===== src/rtl/fetch_stage.sv =====
// Instruction fetch stage with a one-cycle-latency instruction SRAM.
//
// Each issued fetch puts nextpc on the SRAM address bus and presents it as fs_pc one cycle
// later. The SRAM data returns in that same cycle. If decode stalls then, the data is
// copied into a one-entry buffer so that it survives until decode accepts it.
// Branch delay slots work as follows. A taken branch that arrives while the stage is empty
// is parked in br_pend_q. The target is then fetched only after the sequential delay-slot
// fetch. A flush from writeback overrides everything else and drops the buffered and
// pending state.
//
// Ports:
//   clk, resetn        clock and synchronous active-low reset
//   ds_allowin         decode can accept an instruction this cycle
//   br_taken/target    taken branch/jump resolved in decode, held until ds_allowin
//   ex_flush/target    exception/ERET redirect from writeback
//   inst_sram_*        read-only instruction SRAM port (rdata one cycle after en)
//   fs_to_ds_valid     fs_pc/fs_inst/fs_adel are valid towards decode
//   fs_adel            fetch address was misaligned; fs_inst is forced to zero
module fetch_stage (
  input  logic        clk,
  input  logic        resetn,
  input  logic        ds_allowin,
  input  logic        br_taken,
  input  logic [31:0] br_target,
  input  logic        ex_flush,
  input  logic [31:0] ex_target,
  output logic        inst_sram_en,
  output logic [3:0]  inst_sram_wen,
  output logic [31:0] inst_sram_addr,
  output logic [31:0] inst_sram_wdata,
  input  logic [31:0] inst_sram_rdata,
  output logic        fs_to_ds_valid,
  output logic [31:0] fs_pc,
  output logic [31:0] fs_inst,
  output logic        fs_adel
);

  // One word before the boot vector, so that the first sequential fetch lands on 0xBFC00000.
  localparam logic [31:0] ResetPc = 32'hBFBF_FFFC;

  logic        fs_valid_q, fs_valid_d;
  logic [31:0] fs_pc_q, fs_pc_d;
  logic        fs_adel_q, fs_adel_d;
  logic        br_pend_q, br_pend_d;
  logic [31:0] pend_target_q, pend_target_d;
  logic        buf_valid_q, buf_valid_d;
  logic [31:0] buf_inst_q, buf_inst_d;

  logic        fs_allowin;
  logic        br_redirect;
  logic        fetch;
  logic        next_adel;
  logic [31:0] nextpc;

  always_comb begin
    fs_allowin  = !fs_valid_q || ds_allowin;
    br_redirect = fs_valid_q && (br_taken || br_pend_q);

    if (ex_flush) begin
      nextpc = ex_target;
    end else if (br_redirect) begin
      nextpc = br_pend_q ? pend_target_q : br_target;
    end else begin
      nextpc = fs_pc_q + 32'd4;  // wraps naturally modulo 2^32
    end

    fetch     = resetn && (fs_allowin || ex_flush);
    next_adel = (nextpc[1:0] != 2'b00);

    inst_sram_en    = fetch && !next_adel;
    inst_sram_wen   = 4'b0000;
    inst_sram_addr  = nextpc;
    inst_sram_wdata = 32'h0;

    fs_to_ds_valid = fs_valid_q && !ex_flush;
    fs_pc          = fs_pc_q;
    fs_adel        = fs_adel_q;
    if (fs_adel_q) begin
      fs_inst = 32'h0;
    end else if (buf_valid_q) begin
      fs_inst = buf_inst_q;
    end else begin
      fs_inst = inst_sram_rdata;
    end
  end

  always_comb begin
    fs_valid_d    = fs_valid_q;
    fs_pc_d       = fs_pc_q;
    fs_adel_d     = fs_adel_q;
    buf_valid_d   = buf_valid_q;
    buf_inst_d    = buf_inst_q;
    br_pend_d     = br_pend_q;
    pend_target_d = pend_target_q;

    if (fetch) begin
      fs_valid_d  = 1'b1;
      fs_pc_d     = nextpc;
      fs_adel_d   = next_adel;
      buf_valid_d = 1'b0;
    end else if (fs_to_ds_valid && ds_allowin) begin
      fs_valid_d  = 1'b0;
      buf_valid_d = 1'b0;
    end else if (fs_valid_q && !buf_valid_q && !fs_adel_q) begin
      // Holding without a fetch means decode stalled. The SRAM data is only present in the
      // first cycle after the fetch, so it is captured then.
      buf_valid_d = 1'b1;
      buf_inst_d  = inst_sram_rdata;
    end

    if (ex_flush) begin
      br_pend_d = 1'b0;
    end else if (br_pend_q && fs_valid_q && fetch) begin
      br_pend_d = 1'b0;
    end else if (br_taken && ds_allowin && !fs_valid_q) begin
      // The delay slot has not been fetched yet, so the target is deferred by one fetch.
      br_pend_d     = 1'b1;
      pend_target_d = br_target;
    end
  end

  always_ff @(posedge clk) begin
    if (!resetn) begin
      fs_valid_q    <= 1'b0;
      fs_pc_q       <= ResetPc;
      fs_adel_q     <= 1'b0;
      buf_valid_q   <= 1'b0;
      buf_inst_q    <= 32'h0;
      br_pend_q     <= 1'b0;
      pend_target_q <= 32'h0;
    end else begin
      fs_valid_q    <= fs_valid_d;
      fs_pc_q       <= fs_pc_d;
      fs_adel_q     <= fs_adel_d;
      buf_valid_q   <= buf_valid_d;
      buf_inst_q    <= buf_inst_d;
      br_pend_q     <= br_pend_d;
      pend_target_q <= pend_target_d;
    end
  end

endmodule


===== config.mk =====
export PLATFORM = sky130hd
export DESIGN_NAME = fetch_stage
export DESIGN_NICKNAME = d
export VERILOG_FILES = /design/src/rtl/fetch_stage.sv
export SDC_FILE = /design/constraint.sdc
export NUM_CORES = 1
export LEC_CHECK = 0
export ABC_AREA = 1
export CORE_ASPECT_RATIO = 1.1
export CORE_MARGIN = 10
export CORE_UTILIZATION = 40
export DETAILED_ROUTE_END_ITERATION = 8
export PLACE_DENSITY = 0.76
export SKIP_CTS_REPAIR_TIMING = 1
export SYNTH_ARGS = -nofsm -noshare
export SYNTH_HDL_FRONTEND = slang
export SYNTH_SLANG_ARGS = --single-unit
export TNS_END_PERCENT = 1

===== constraint.sdc =====
create_clock -name clk -period 3.2 [get_ports clk]
set_input_delay 0.96 -clock clk [delete_from_list [all_inputs] [get_ports clk]]
set_output_delay 0.96 -clock clk [all_outputs]
set_load 0.1 [all_outputs]

==> results of run 1 <==
[cell type report]
class,count,area (um2)
clock buffer,11,253
sequential,100,2010
inverter,125,480
clock inverter,3,23.8
tap,196,245
fill,1310,5450
antenna,1,2.50
multi-input combinational,697,3530
timing repair buffer,254,3120
timing repair inverter,1,5.00
[metrics by stage]
stage          area (um2)  utilization [%]
2_1_floorplan        6460                -
3_3_place_gp         9220             61.0
3_5_place_dp         9220             61.0
4_1_cts              9500             62.8
5_1_grt              9670             64.0
6_report             9670             64.0
[state kept, by name, indices dropped and copies added (netlist names)]
name,cells
fs_pc,32
br_pend_q,1
buf_inst_q,32
buf_valid_q,1
pend_target_q,32
fs_valid_q,1
fs_adel,1
[cells in the mapped netlist, drive strengths merged]
library cell / n / share of area [%]
o21a: 3 / 0.36
a21boi: 9 / 1.1
a211oi: 2 / 0.24
o22ai: 2 / 0.20
or2: 12 / 1.2
a31o: 1 / 0.14
clkbuf: 35 / 2.1
nand3b: 3 / 0.36
inv: 125 / 7.6
o211ai: 13 / 1.6
nor2: 74 / 4.7
conb: 1 / 0.061
dfxtp: 100 / 32
ha: 1 / 0.20
a21oi: 118 / 9.6
nand3: 51 / 4.3
o21ai: 125 / 10
a31oi: 9 / 0.91
nand4: 1 / 0.10
o2111a: 1 / 0.18
nand2: 224 / 14
o21bai: 1 / 0.12
nor3: 2 / 0.16
buf: 56 / 6.8
a22oi: 2 / 0.24
xor2: 7 / 0.99
[tightest hold or removal path, stage by stage, from the launching register on]
cell,delay [ns]
dfxtp_1,0.31
inv_1,0.05
a21oi_1,0.05
[cells by family after synthesis]
logic type	Yosys count
buf+inv	216
compound gates	286
fa+ha+maj	1
flops	100
other cells	1
xor+xnor	7
simple gates	367
[worst max-delay path by stage]
stage / endpoint / cells past startpoint / slack, ns / startpoint
3_3_place_gp: inst_sram_addr[24] / 8 / -0.34 / br_taken
3_5_place_dp: inst_sram_addr[11] / 8 / -0.41 / br_taken
6_report: inst_sram_en / 7 / -0.03 / br_taken
4_1_cts: inst_sram_addr[11] / 8 / -0.42 / br_taken
5_1_grt: inst_sram_en / 7 / -0.09 / br_taken
2_1_floorplan: fs_inst[10] / 4 / -0.45 / fs_adel
[placed cells by master, fill, tap and decap left out, types with 3 or more instances in the layout]
cell and count:
clkdlybuf4s50_1 93, dfxtp_2 5, inv_1 120, dfxtp_1 95, nand3b_1 3, a31oi_1 8
dlymetal6s2s_1 5, o211ai_1 13, conb_1 36, a21oi_4 3, o21ai_0 86, clkinvlp_4 3
xor2_1 7, nor2_4 3, nand2_1 213, a21oi_2 12, nand2_2 7, nor2_2 3
nand3_1 50, buf_4 77, a21oi_1 103, buf_12 75, clkbuf_16 9, nor2_1 68
a21boi_4 7, o21ai_1 34, or2_2 12, o21a_1 3, nand2_4 4, o21ai_2 4
[layer usage]
layer  up-vias  share of wire, %  track usage [%]
li1       3529                 -                -
met4         2               3.7             9.92
met3        46                10             8.10
met1      3254                38             23.9
met2       294                48             36.6
met5         -             0.034                0
[power by group]
group	switching (mW)	leakage, nW	total (mW)	internal [mW]
sequential	0.0709	0.822	1.40	1.33
clock	0.496	0.130	1.06	0.564
combinational	1.64	3.45	2.36	0.719
total	2.20	4.40	4.81	2.61
==> run_results.csv, run 1 <==
group,metric,value,unit
setup_path,critPathTopFamily,"compound AO/OA/AOI/OAI gates",
worst_hold_path,holdPathStages,2,
route,via_per_inst,5.13,
place,io_buffers,199,
yosys,synth-seq-cells,100,
setup_path,r2r.worst_path.cells,10,
clocking,htree_levels,3,
clocking,cts.reportedPaths.clkPinSlew,0.07,ns
floorplanning,die_area,0.0209,mm2
floorplanning,initial_core_util,40.9,%
setup_path,rrSetupSlack,1.22,ns
grt,grt_pass1_wl,36.6,mm
yosys,ys_seq_area_share,32.3,%
timing,relSlewSlack,49.9,%
place,place.gp.congestion,0.974,
yosys,yosysWarningCount,0,
pwr,ir_drop,0.287,mV
timing,setup_slack,-0.0309,ns
grt,track_usage,21.7,%
worst_hold_path,holdCritStartpoint,"pend_target_q[31]",
place,hpwl,18.5,mm
timing,timing.hold.ws,0.448,ns
final_layout,drive_gt1_share,20.5,%
route,vias,7125,
final_layout,final_nets,1290,
timing,finalHoldViolations,0,
yosys,netlist-cell-type-count,39,
pwr,p_per_area,498,mW/mm2
yosys,yosys.area_share.simple,24.8,%
clocking,root_buffer,"clkbuf_16",
floorplanning,die_width,139,um
clocking,clockBufferDepth,2,
yosys,synth_area_per_cell,6.33,um2
setup_path,endpoint_kind,"output port",
floorplanning,die_h,150,um
place,dp_cells,1369,
route,routed_wl,23.8,mm
setup_path,regToRegStartpoint,"fs_pc[3]",
final_layout,synthToLayoutAreaGrowth,56.2,%
yosys,synth.mux.area_fraction,0,%
floorplanning,ios,236,
floorplanning,core_area,0.0151,mm2
timing,finalCritPeriodShare,101,%
timing,clock_skew,0.00789,ns
setup_path,crit_type,"in2out",
route,ant_nets,0,
status,violations,"negative setup slack",
floorplanning,num_rows,47,
place,dp_slack,-0.409,ns
timing,rsz0062_at_grt,"true",
route,first_iter_violations,521,
setup_path,worstPathRequired,2.24,ns
grt,grt_pass1_vias,6783,
route,drc,0,
grt,antenna_found_initial,2,
clocking,cts_tree,"yes",
timing,timing.fmax,0.310,GHz
timing,setup_violations,6,
setup_path,max_stage_delay,0.29,ns
worst_hold_path,holdPathEnd,"pend_target_q[31]",
setup_path,crit_chain,"buf_8 -> o21ai_4 -> clkinv_4 -> o211ai_1 -> nand2_4 -> nor3_4 -> buf_12",
grt,grt_max_degree,77,
clocking,numClockSinks,100,
clocking,clk-insertion-delay-late,0.35,ns
setup_path,cp.arrival,2.27,ns
yosys,postSynthCellCount,978,
yosys,synth_compound_area_share,25.0,%
setup_path,startpoint_type,"primary input",
timing,slew_viol_final,0,
setup_path,path_buf_inv,3,
status,status,"complete, but fails checks",
pwr,leakagePower,4.40,nW
timing,setup-tns-final,-0.0790,ns
yosys,synth_top_family_by_area,"compound AO/OA/AOI/OAI gates",
worst_hold_path,worstHoldPathType,"reg2reg",
timing,tightest_slew,0.751,ns
clocking,cts_buffers,9,
grt,global_route.overflow_total,0,
yosys,synth_area,0.00619,mm2
setup_path,cpMaxStageDelayCell,"o211ai_1",
yosys,synth_xor_area_share,0.991,%
final_layout,stdcell_count,1388,
route,dr.pass1.iters,5,
setup_path,cp_max_fo,6,
timing,post-route-min-period,3.23,ns
yosys,synthAdderAreaFrac,0.202,%
run,cap_violations,0,
route,wl_per_cell,17.1,um
setup_path,rr_endpoint,"fs_pc[10]",
pwr,total_power,4.81,mW
(Power assumes the default switching activity.)
==> run 2: changes to the inputs <==
==> constraint.sdc (replaced) <==
create_clock -name clk -period 3.1 [get_ports clk]
set_input_delay 0.93 -clock clk [delete_from_list [all_inputs] [get_ports clk]]
set_output_delay 0.93 -clock clk [all_outputs]
set_load 0.1 [all_outputs]
==> run 2 against run 1 <==
Compared with the run above:
- the flow still finishes with violations (negative setup slack)
- largest power group unchanged
- critical path type unchanged
- via count rose by 0.60%
- power rose by 5.5%
- non-clock buffer count rose by 5
- first-iteration DRC count fell by 0.38%
- largest cell class unchanged
- hold slack got worse by 0.0032 ns
==> run_results.csv, run 2 (synthesized netlist as in run 1, its figures left out) <==
group,metric,value,unit
status,status,"complete, but fails checks",
status,violations,"negative setup slack",
grt,track_usage,21.6,%
clocking,cts_tree,"yes",
floorplanning,die_area,0.0209,mm2
pwr,ir_drop,0.321,mV
floorplanning,core_area,0.0151,mm2
pwr,p_per_area,517,mW/mm2
clocking,clockBufferDepth,2,
setup_path,cp.arrival,2.26,ns
setup_path,worstPathRequired,2.17,ns
route,routed_wl,24.3,mm
place,hpwl,18.4,mm
clocking,htree_levels,3,
timing,rsz0062_at_grt,"true",
floorplanning,ios,236,
clocking,cts_buffers,9,
place,place.gp.congestion,0.983,
place,io_buffers,199,
final_layout,final_nets,1294,
timing,setup-tns-final,-0.629,ns
grt,grt_pass1_vias,6681,
setup_path,endpoint_kind,"output port",
place,dp_slack,-0.432,ns
grt,global_route.overflow_total,0,
route,via_per_inst,5.14,
setup_path,crit_type,"in2out",
clocking,clk-insertion-delay-late,0.35,ns
floorplanning,num_rows,47,
floorplanning,die_h,150,um
worst_hold_path,holdCritStartpoint,"pend_target_q[10]",
route,ant_nets,0,
timing,slew_viol_final,0,
final_layout,fill_cells,1290,
timing,relSlewSlack,50.1,%
floorplanning,die_width,139,um
floorplanning,initial_core_util,40.9,%
timing,post-route-min-period,3.19,ns
grt,grt_max_degree,77,
pwr,leakagePower,4.45,nW
timing,clock_skew,0.00608,ns
route,dr.pass1.iters,6,
setup_path,cp-startpoint,"br_taken",
run,cap_violations,0,
setup_path,max_stage_delay,0.28,ns
setup_path,critPathTopFamily,"buffers and inverters",
final_layout,synthToLayoutAreaGrowth,58.5,%
timing,setup_slack,-0.0938,ns
final_layout,drive_gt1_share,22.2,%
setup_path,regToRegStartpoint,"fs_valid_q",
final_layout,layout_common_cells,"nand2_1, inv_1, a21oi_1",
clocking,root_buffer,"clkbuf_16",
clocking,numClockSinks,100,
timing,timing.fmax,0.313,GHz
timing,tightest_slew,0.749,ns
timing,setup_violations,15,
final_layout,layout_commonest_cell,"nand2_1",
route,vias,7168,
grt,antenna_found_initial,2,
setup_path,path_buf_inv,4,
clocking,cts.reportedPaths.clkPinSlew,0.06,ns
timing,finalHoldViolations,0,
worst_hold_path,worstHoldPathType,"reg2reg",
route,drc,0,
route,wl_per_cell,17.4,um
setup_path,cpMaxStageDelayCell,"o211ai_1",
setup_path,crit_chain,"buf_8 -> o21ai_4 -> clkinv_4 -> buf_6 -> o211ai_1 -> nand2_4 -> nor3_4 -> buf_12",
grt,grt_pass1_wl,36.2,mm
setup_path,cp_max_fo,5,
route,first_iter_violations,519,
timing,finalCritPeriodShare,103,%
setup_path,startpoint_type,"primary input",
run 2: cell types whose count changed in the layout (fill, tap and decap cells not counted), sizes merged:
| cell | change |
|---|---|
| buf | +5 |
| bufinv | +1 |
| clkinv | -1 |
| clkinvlp | -1 |
| diode | +1 |
| inv | +1 |
run 2: report_power, final:
part | switching [mW] | leakage, nW | internal, mW | total (mW)
sequential | 0.0741 | 0.822 | 1.37 | 1.44
combinational | 1.71 | 3.49 | 0.756 | 2.47
clock | 0.522 | 0.138 | 0.644 | 1.17
run 2: cell type report:
class	instances	area, um2	share of cell area (%)
antenna	2	5.00	0.0510
clock buffer	11	243	2.47
clock inverter	4	50.0	0.510
inverter	125	477	4.86
multi-input combinational	697	3610	36.8
sequential	100	2010	20.5
tap	196	245	2.50
timing repair buffer	259	3160	32.3
run 2: routing by layer:
metal | routed length, um | global-route usage, % | part of all wire [%]
met3 | 2400 | 7.44 | 9.9
met2 | 11600 | 36.8 | 48
met1 | 9360 | 23.8 | 39
met5 | 0 | 0 | 0
met4 | 871 | 9.76 | 3.6
run 2: final timing paths:
path | end | slack, ns | cells after the start
worst max register to register | pend_target_q[17] | 1.23 | 11
worst min register to register | pend_target_q[10] | 0.45 | 2
worst min-delay path | pend_target_q[10] | 0.45 | 2
worst max-delay path | inst_sram_en | -0.09 | 8
run 2: worst min-delay path: cells and delay by family, from the launching register on:
kind	cells	cell delay, ns
buffers and inverters	1	0.04
DFF	1	0.31
AOI/OAI and AO/OA	1	0.05
run 2: per-stage QoR:
step           total power [mW]  hold WS [ns]  instances  util [%]  cell area, um2
2_1_floorplan              3.08         0.424       1013         -            6460
3_3_place_gp               3.85         0.434       1372      61.1            9230
3_5_place_dp               3.87         0.436       1372      61.1            9230
4_1_cts                    5.02         0.447       1387      63.0            9520
5_1_grt                    5.26         0.468       1393      64.9            9810
6_report                   5.08         0.445       1394      64.9            9810
==> run 3: changes to the inputs <==
--- a/config.mk
+++ b/config.mk
@@ -7,7 +7,7 @@
 export LEC_CHECK = 0
 export ABC_AREA = 1
 export CORE_ASPECT_RATIO = 1.1
-export CORE_MARGIN = 10
+export CORE_MARGIN = 2
 export CORE_UTILIZATION = 40
 export DETAILED_ROUTE_END_ITERATION = 8
 export PLACE_DENSITY = 0.76
==> run 3 against run 2 <==
Compared with the run above:
- the run still ends with negative setup slack left
- clock skew decreased by 0.0017 ns
- critical path depth decreased by 1
- combinational power decreased by 2%
- setup slack about the same
- die area decreased by 21%
- non-clock buffer count decreased by 1
- hold slack improved by 0.0039 ns
- global-route usage increased by 5.0 points
- via count decreased by 0.73%
- highest routed layer unchanged
==> run_results.csv, run 3 (synthesized netlist as in run 1, its figures left out) <==
group,metric,value,unit
setup_path,endpoint_kind,"output port",
grt,antenna_found_initial,0,
setup_path,crit_type,"in2out",
route,wl_per_cell,15.8,um
setup_path,startpoint_type,"primary input",
timing,setup_slack,-0.0941,ns
timing,timing.hold.ws,0.449,ns
final_layout,n_antenna_cell,0,
worst_hold_path,worstHoldPathType,"reg2reg",
timing,post-route-min-period,3.19,ns
clocking,root_buffer,"clkbuf_16",
setup_path,cp.arrival,2.26,ns
route,drc,0,
timing,finalCritPeriodShare,103,%
grt,grt_max_degree,70,
timing,setup_violations,8,
final_layout,layout_common_cells,"nand2_1, inv_1, a21oi_1",
pwr,ir_drop,0.287,mV
grt,track_usage,26.5,%
place,io_buffers,199,
place,hpwl,16.6,mm
pwr,p_per_area,523,mW/mm2
pwr,leakagePower,4.45,nW
clocking,clockBufferDepth,2,
final_layout,layout_commonest_cell,"nand2_1",
route,via_per_inst,5.11,
setup_path,worstPathRequired,2.17,ns
floorplanning,die_width,123,um
timing,relSlewSlack,55.5,%
grt,grt_pass1_wl,34.0,mm
final_layout,final_nets,1293,
timing,clock_skew,0.00440,ns
route,vias,7116,
floorplanning,ios,236,
timing,slew_viol_final,0,
timing,tightest_slew,0.667,ns
floorplanning,die_area,0.0165,mm2
floorplanning,die_h,134,um
clocking,numClockSinks,100,
route,ant_nets,0,
final_layout,synthToLayoutAreaGrowth,57.2,%
floorplanning,core_area,0.0151,mm2
timing,finalHoldViolations,0,
setup_path,cp_max_fo,2,
final_layout,drive_gt1_share,21.7,%
timing,setup-tns-final,-0.240,ns
run,cap_violations,0,
floorplanning,initial_core_util,40.9,%
clocking,cts.reportedPaths.clkPinSlew,0.07,ns
clocking,cts_tree,"yes",
route,dr.pass1.iters,8,
clocking,htree_levels,3,
route,first_iter_violations,548,
status,violations,"negative setup slack",
route,routed_wl,22.0,mm
grt,grt_pass1_vias,6680,
place,place.gp.congestion,0.962,
grt,global_route.overflow_total,0,
clocking,cts_buffers,9,
clocking,clk-insertion-delay-late,0.36,ns
pwr,total_power,5.09,mW
floorplanning,num_rows,47,
status,status,"complete, but fails checks",
timing,timing.fmax,0.313,GHz
timing,rsz0062_at_grt,"true",
run 3: cell types whose count changed in the layout (fill, tap and decap cells not counted), sizes merged:
| cell | before | now |
|---|---|---|
| clkinv | 2 | 3 |
| buf | 161 | 160 |
| inv | 124 | 126 |
| clkbuf | 11 | 10 |
| diode | 2 | 0 |
| clkinvlp | 2 | 1 |
run 3: metal layers:
| metal | routed length [um] | vias to the layer above | global-route usage (%) |
|---|---|---|---|
| li1 | - | 3527 | - |
| met1 | 8580 | 3230 | 30.7 |
| met2 | 10500 | 305 | 44.5 |
| met3 | 1890 | 54 | 6.76 |
| met4 | 1040 | 0 | 14.6 |
| met5 | 0 | - | 0 |
run 3: report_power, final:
group / internal (mW) / switching, mW / leakage, nW / total (mW)
sequential: 1.37 / 0.0770 / 0.821 / 1.45
combinational: 0.747 / 1.68 / 3.47 / 2.43
clock: 0.658 / 0.555 / 0.151 / 1.21
total: 2.77 / 2.31 / 4.45 / 5.09
run 3: worst paths after layout:
| path | startpoint | end | slack [ns] | cells after the start |
|---|---|---|---|---|
| max | br_target[0] | inst_sram_en | -0.09 | 7 |
| min reg2reg | pend_target_q[26] | pend_target_q[26] | 0.45 | 2 |
| max reg2reg | fs_valid_q | pend_target_q[5] | 1.18 | 11 |
| min | pend_target_q[26] | pend_target_q[26] | 0.45 | 2 |
run 3: through the flow:
stage	area (um2)	utilization (%)	instances	setup WS [ns]
floorplan	6460	-	1013	-0.522
global placement	9230	61.1	1372	-0.353
detailed placement	9230	61.1	1372	-0.371
CTS	9540	63.1	1388	-0.396
global route	9730	64.4	1392	-0.133
finish	9730	64.4	1392	-0.0941
run 3: cell type report:
cell class / count / area, um2
well taps: 196 / 245
clock buffers: 10 / 239
fillers: 1271 / 5390
flip-flops and latches: 100 / 2010
multi-input cells: 697 / 3540
clock inverters: 6 / 71.3
repair buffers: 258 / 3150
inverters: 125 / 477
run 3: worst max-delay path: stages:
cell and delay (ns):
clkdlybuf4s50_1 0.45, o21ai_2 0.18, nand2_1 0.07, o211ai_1 0.13, nand2_4 0.09, nor3_4 0.19, buf_12 0.21
